[src/rtl/secded_pkg.sv]
// Shared SEC-DED definitions: code geometry helpers, reference encoder and
// the error classification used by the pipelined decoder.
package secded_pkg;

  localparam int MAX_DW  = 120;
  localparam int MAX_CHK = 8;

  typedef enum logic [1:0] {CLEAN, SBE_DATA, SBE_CHK, DBE} err_class_t;

  function automatic int calc_p(input int dw);
    int p;
    p = 1;
    while ((1 << p) < dw + p + 1) p++;
    return p;
  endfunction

  // Position of data bit idx: the idx-th non-power-of-two position from 3 upward.
  function automatic int data_pos(input int idx);
    int pos;
    int cnt;
    pos = 0;
    cnt = 0;
    for (int k = 3; k < 256; k++) begin
      if ((k & (k - 1)) != 0) begin
        if (cnt == idx && pos == 0) pos = k;
        cnt++;
      end
    end
    return pos;
  endfunction

  function automatic logic [MAX_CHK-1:0] secded_encode(input logic [MAX_DW-1:0] data,
                                                       input int dw);
    logic [MAX_CHK-1:0] chk;
    logic par;
    int p;
    int pos;
    p   = calc_p(dw);
    chk = '0;
    par = 1'b0;
    for (int i = 0; i < MAX_DW; i++) begin
      if (i < dw && data[i]) begin
        pos = data_pos(i);
        for (int j = 0; j < MAX_CHK - 1; j++)
          if (j < p && pos[j]) chk[j] = ~chk[j];
        par = ~par;
      end
    end
    for (int j = 0; j < MAX_CHK - 1; j++)
      if (j < p && chk[j]) par = ~par;
    chk[p] = par;
    return chk;
  endfunction

endpackage

[src/rtl/secded_pipe_decoder_syndrome.sv]
// Combinational syndrome and overall-parity generator for one received word.
module secded_syndrome
  import secded_pkg::*;
#(
  parameter int DATA_W = 32,
  parameter int P      = 6
) (
  input  logic [DATA_W-1:0] data_i,
  input  logic [P:0]        check_i,
  output logic [P-1:0]      syn_o,
  output logic              par_o
);

  logic [P-1:0] term [DATA_W];

  for (genvar i = 0; i < DATA_W; i++) begin : g_term
    localparam logic [P-1:0] POS = P'(data_pos(i));
    assign term[i] = data_i[i] ? POS : '0;
  end

  // Hamming check j lives at position 2^j, so it only toggles syndrome bit j.
  always_comb begin
    syn_o = check_i[P-1:0];
    for (int i = 0; i < DATA_W; i++) syn_o = syn_o ^ term[i];
  end

  assign par_o = (^data_i) ^ (^check_i);

endmodule

[src/rtl/secded_pipe_decoder.sv]
// Two-stage SEC-DED decoder with valid/ready streaming, syndrome reporting
// and saturating single/double error counters.
module secded_pipe_decoder
  import secded_pkg::*;
#(
  parameter  int DATA_W = 32,
  parameter  int CNT_W  = 16,
  localparam int P      = calc_p(DATA_W),
  localparam int CHK_W  = P + 1
) (
  input  logic              clk,
  input  logic              rst,
  input  logic              in_valid,
  output logic              in_ready,
  input  logic [DATA_W-1:0] in_data,
  input  logic [CHK_W-1:0]  in_check,
  input  logic              corr_en,
  output logic              out_valid,
  input  logic              out_ready,
  output logic [DATA_W-1:0] out_data,
  output logic [P-1:0]      out_syndrome,
  output logic              out_sbe,
  output logic              out_dbe,
  input  logic              cnt_clear,
  output logic [CNT_W-1:0]  sbe_count,
  output logic [CNT_W-1:0]  dbe_count
);

  localparam logic [P-1:0]     N_POS   = P'(DATA_W + P);
  localparam logic [P-1:0]     SYN_ONE = {{(P-1){1'b0}}, 1'b1};
  localparam logic [CNT_W-1:0] CNT_ONE = {{(CNT_W-1){1'b0}}, 1'b1};

  logic              s2_adv, s1_adv;
  logic [P-1:0]      syn;
  logic              par;

  logic              s1_valid_q;
  logic [DATA_W-1:0] s1_data_q;
  logic [P-1:0]      s1_syn_q;
  logic              s1_par_q;
  logic              s1_corr_q;

  logic              s2_valid_q;
  logic [DATA_W-1:0] s2_data_q;
  logic [P-1:0]      s2_syn_q;
  logic              s2_sbe_q;
  logic              s2_dbe_q;

  logic [CNT_W-1:0]  sbe_cnt_q, sbe_cnt_d;
  logic [CNT_W-1:0]  dbe_cnt_q, dbe_cnt_d;

  err_class_t        cls;
  logic [DATA_W-1:0] flip;
  logic [DATA_W-1:0] fix_data;

  assign s2_adv   = ~s2_valid_q | out_ready;
  assign s1_adv   = ~s1_valid_q | s2_adv;
  assign in_ready = s1_adv;

  secded_syndrome #(.DATA_W(DATA_W), .P(P)) u_syndrome (
    .data_i  (in_data),
    .check_i (in_check),
    .syn_o   (syn),
    .par_o   (par)
  );

  // ---- stage 1: capture word, syndrome, parity and correction enable ----
  always_ff @(posedge clk) begin
    if (rst) begin
      s1_valid_q <= 1'b0;
    end else if (s1_adv) begin
      s1_valid_q <= in_valid;
    end
  end

  always_ff @(posedge clk) begin
    if (s1_adv && in_valid) begin
      s1_data_q <= in_data;
      s1_syn_q  <= syn;
      s1_par_q  <= par;
      s1_corr_q <= corr_en;
    end
  end

  for (genvar i = 0; i < DATA_W; i++) begin : g_flip
    localparam logic [P-1:0] POS = P'(data_pos(i));
    assign flip[i] = (s1_syn_q == POS);
  end

  always_comb begin
    cls = CLEAN;
    if (s1_par_q) begin
      if ((s1_syn_q & (s1_syn_q - SYN_ONE)) == '0) cls = SBE_CHK;
      else if (s1_syn_q > N_POS)                   cls = DBE;
      else                                         cls = SBE_DATA;
    end else if (s1_syn_q != '0) begin
      cls = DBE;
    end
    fix_data = s1_data_q;
    if (cls == SBE_DATA && s1_corr_q) fix_data = s1_data_q ^ flip;
  end

  // ---- stage 2: corrected data and flags, held while stalled ----
  always_ff @(posedge clk) begin
    if (rst) begin
      s2_valid_q <= 1'b0;
      s2_data_q  <= '0;
      s2_syn_q   <= '0;
      s2_sbe_q   <= 1'b0;
      s2_dbe_q   <= 1'b0;
    end else if (s2_adv) begin
      s2_valid_q <= s1_valid_q;
      if (s1_valid_q) begin
        s2_data_q <= fix_data;
        s2_syn_q  <= s1_syn_q;
        s2_sbe_q  <= (cls == SBE_DATA) || (cls == SBE_CHK);
        s2_dbe_q  <= (cls == DBE);
      end
    end
  end

  always_comb begin
    sbe_cnt_d = sbe_cnt_q;
    dbe_cnt_d = dbe_cnt_q;
    if (cnt_clear) begin
      sbe_cnt_d = '0;
      dbe_cnt_d = '0;
    end else if (s2_valid_q && out_ready) begin
      if (s2_sbe_q && sbe_cnt_q != '1) sbe_cnt_d = sbe_cnt_q + CNT_ONE;
      if (s2_dbe_q && dbe_cnt_q != '1) dbe_cnt_d = dbe_cnt_q + CNT_ONE;
    end
  end

  always_ff @(posedge clk) begin
    if (rst) begin
      sbe_cnt_q <= '0;
      dbe_cnt_q <= '0;
    end else begin
      sbe_cnt_q <= sbe_cnt_d;
      dbe_cnt_q <= dbe_cnt_d;
    end
  end

  assign out_valid    = s2_valid_q;
  assign out_data     = s2_data_q;
  assign out_syndrome = s2_syn_q;
  assign out_sbe      = s2_sbe_q;
  assign out_dbe      = s2_dbe_q;
  assign sbe_count    = sbe_cnt_q;
  assign dbe_count    = dbe_cnt_q;

endmodule

[config.mk]
export PLATFORM = sky130hd
export DESIGN_NAME = secded_pipe_decoder
export DESIGN_NICKNAME = d
export VERILOG_FILES = /design/src/rtl/secded_pkg.sv /design/src/rtl/secded_pipe_decoder_syndrome.sv /design/src/rtl/secded_pipe_decoder.sv
export SDC_FILE = /design/constraint.sdc
export NUM_CORES = 1
export LEC_CHECK = 0
export ABC_AREA = 1
export CORE_MARGIN = 2
export CORE_UTILIZATION = 53
export DETAILED_ROUTE_END_ITERATION = 10
export PLACE_DENSITY = 0.81
export SLEW_MARGIN = 20
export SYNTH_ARGS = -nofsm -noshare
export SYNTH_HDL_FRONTEND = slang
export SYNTH_SLANG_ARGS = --single-unit
[constraint.sdc]
create_clock -name clk -period 3.2 [get_ports clk]
set_clock_uncertainty 0.2 [all_clocks]
set_input_delay 0.32 -clock clk [delete_from_list [all_inputs] [get_ports clk]]
set_output_delay 0.32 -clock clk [all_outputs]
set_load 0.005 [all_outputs]
==> impl_metrics.json <==
{
  "use_met2": 0.4248,
  "grtUsageTotal": 0.2469,
  "dieHeight_um": 113.8,
  "drt_iter0_markers": 600,
  "use_met1": 0.2959,
  "fmax_mhz": 340.3,
  "h-tree-depth": 4,
  "r2r_setup_slack_ns": 0.26,
  "ys.flop_type": "dfxtp_1",
  "ios": 119,
  "routed_via_density": 5.163,
  "core_um2": 11910,
  "cts_buffers": 17,
  "die-area_um2": 12960,
  "drv_slew": 0,
  "synth_edf_count": 40,
  "layout_min_cycle_time_ns": 2.938,
  "drt_pre_antenna_iters": 6,
  "grt_pass1_wl_um": 25460,
  "seq_area_frac_synth": 0.4195,
  "synthTopCellsByCount": "nand2_1 (260), inv_1 (83), dfxtp_1 (74)",
  "die_w_um": 113.8,
  "cp-end-kind": "flop",
  "ant_nets": 0,
  "multiInputGateArea_um2": 3268,
  "wl_um": 15310,
  "placed_area_um2": 7726,
  "yosys-top-cells-area": "dfxtp_1 (23%), edfxtp_1 (19%), nand2_1 (15%), xor2_1 (9.5%), xnor2_1 (5.8%)",
  "whs_ns": 0.2724,
  "setup_tns_ns": 0,
  "fp-row-count": 40,
  "synthToLayoutAreaGrowth_pct": 30.01,
  "clock_sink_count": 114,
  "grt_busiest_layer": "met2",
  "ys_ff_latch": 114,
  "synth_area_um2": 6395,
  "cts_hold_buf": 0,
  "crit_type": "flop to flop",
  "ir_worst_vdd_uv": 406.2,
  "cts.path.max_buffers": 2,
  "drive_above_1_share": 0.06708,
  "yosys_warnings": 0,
  "rsz0062_at_grt": "false",
  "start_kind": "flop",
  "fill_cells": 933,
  "netlist.area_leader.share": 0.2317,
  "status": "complete, no violations",
  "hold_viol_final": 0,
  "finalSetupViolCount": 0,
  "port_buffers": 118,
  "drc": 0,
  "power.density_nw_per_um2": 521.0,
  "layout.nets": 1005,
  "synth_most_common_cell": "nand2_1",
  "vias": 5762,
  "grt_overflow_total": 0,
  "met3_usage": 0.04623,
  "synth_area_per_cell_um2": 7.695,
  "cts_setup_buffers": 0,
  "n_antenna_cell": 0,
  "dp_slack_ns": 0.3507,
  "synth_top_area_cell": "dfxtp_1",
  "drv_cap": 0,
  "regArea_um2": 2683,
  "fin_crit_sh": 0.9182,
  "fin_area_um2": 8314,
  "async_flop_share": 0,
  "leakage_nw": 3.398,
  "post_drt_wl_per_cell_um": 13.72,
  "start_util": 0.5369,
  "antenna_found_initial": 0,
  "clk_pin_slew_ns": 0.06,
  "finalWorstSetupSlack_ns": 0.2617,
  "first_global_vias": 5455,
  "gp_congestion": 0.9552,
  "grt_max_degree": 41,
  "slew_headroom": 0.6652,
  "ys_types": 41,
  "dp_hpwl_um": 11410,
  "syn-num-nets": 880,
  "tightest_slew_ns": 0.5023,
  "ctsResizeCount": 0,
  "hp-class": "flop to flop",
  "worst_ep_arrival_time_ns": 3.04,
  "synthCells": 831,
  "tritoncts": "done",
  "crit_required_ns": 3.30,
  "worstPathMaxFanout": 8,
  "worstSkewPairLatency_ns": 0.41,
  "cts_root_buf": "clkbuf_16"
}
==> cells by family (layout without fill, tap and decap cells) <==
| kind of cell | after synthesis | in the layout | share of synthesized area |
|---|---|---|---|
| xor+xnor | 113 | 113 | 0.1571 |
| buf+inv | 108 | 246 | 0.06946 |
| fa+ha+maj | 4 | 4 | 0.007827 |
| compound gates | 107 | 107 | 0.09802 |
| simple gates | 385 | 385 | 0.2481 |
| flops | 114 | 114 | 0.4195 |
==> metal layers <==
metal	routed length, um	part of all wire
met1	6454	0.42
met2	7431	0.49
met3	837	0.055
met4	591	0.039
met5	0	0
==> worst paths after layout <==
check,endpoint,from,depth (start not counted)
setup / recovery,out_data[11],s1_syn_q[0],13
hold / removal,out_sbe,out_sbe,2
setup reg to reg,out_data[11],s1_syn_q[0],13
hold reg to reg,out_sbe,out_sbe,2
==> layout make-up <==
cell class / instances / share of cell area
clock inverter: 14 / 0.01911
inverter: 86 / 0.03883
timing repair buffer: 128 / 0.1526
multi-input combinational: 609 / 0.3931
clock buffer: 18 / 0.05162
tap: 147 / 0.02212
sequential: 114 / 0.3226
==> metrics by stage <==
step           instances    util  power (mW)
2_1_floorplan        831       -       2.195
3_3_place_gp        1084  0.6486       2.473
3_5_place_dp        1084  0.6486       2.500
4_1_cts             1116  0.6980       4.357
5_1_grt             1116  0.6980       4.527
6_report            1116  0.6980       4.331
==> critical path, stage by stage, from the launching register on <==
cell      delay [ns]
edfxtp_1        0.44
or2_2           0.36
nor2_1          0.23
nand2_1         0.08
o311ai_0        0.11
nand3_1         0.14
nand2_1         0.11
ha_1            0.15
nand2_1         0.09
nor2_2          0.33
buf_4           0.23
nand2_1         0.09
xor2_1          0.18
a21oi_1         0.08
==> flip-flops by register name, summed over array words and instances (netlist names) <==
register and count:
out_data 32, s1_data_q 32, dbe_count 16, sbe_count 16, out_syndrome 6, s1_syn_q 6, out_dbe 1, out_sbe 1
out_valid 1, s1_corr_q 1, s1_par_q 1, s1_valid_q 1
==> power breakdown <==
part           switching (mW)  leakage (nW)  internal (mW)
registers              0.0680         0.995           1.61
logic                   0.461          2.13          0.341
clock network           0.697         0.269           1.15
total                    1.23          3.40           3.11
==> placed cells by master, fill, tap and decap left out, types with 2 or more instances in the layout <==
cell and count:
a21oi_1 42, a21oi_2 8, buf_4 9, bufinv_16 2, clkbuf_16 17, clkdlybuf4s50_1 118
clkinv_4 5, clkinvlp_4 5, dfxtp_1 74, edfxtp_1 40, ha_1 4, inv_1 83
inv_2 3, inv_6 2, nand2_1 260, nand2_2 3, nand3_1 25, nand4_1 12
nor2_1 62, nor3_1 11, nor3_2 2, nor4_1 2, o211ai_1 7, o21ai_0 37
o21bai_1 2, o221ai_1 6, or2_2 2, xnor2_1 42, xor2_1 69
(Power assumes the default switching activity.)
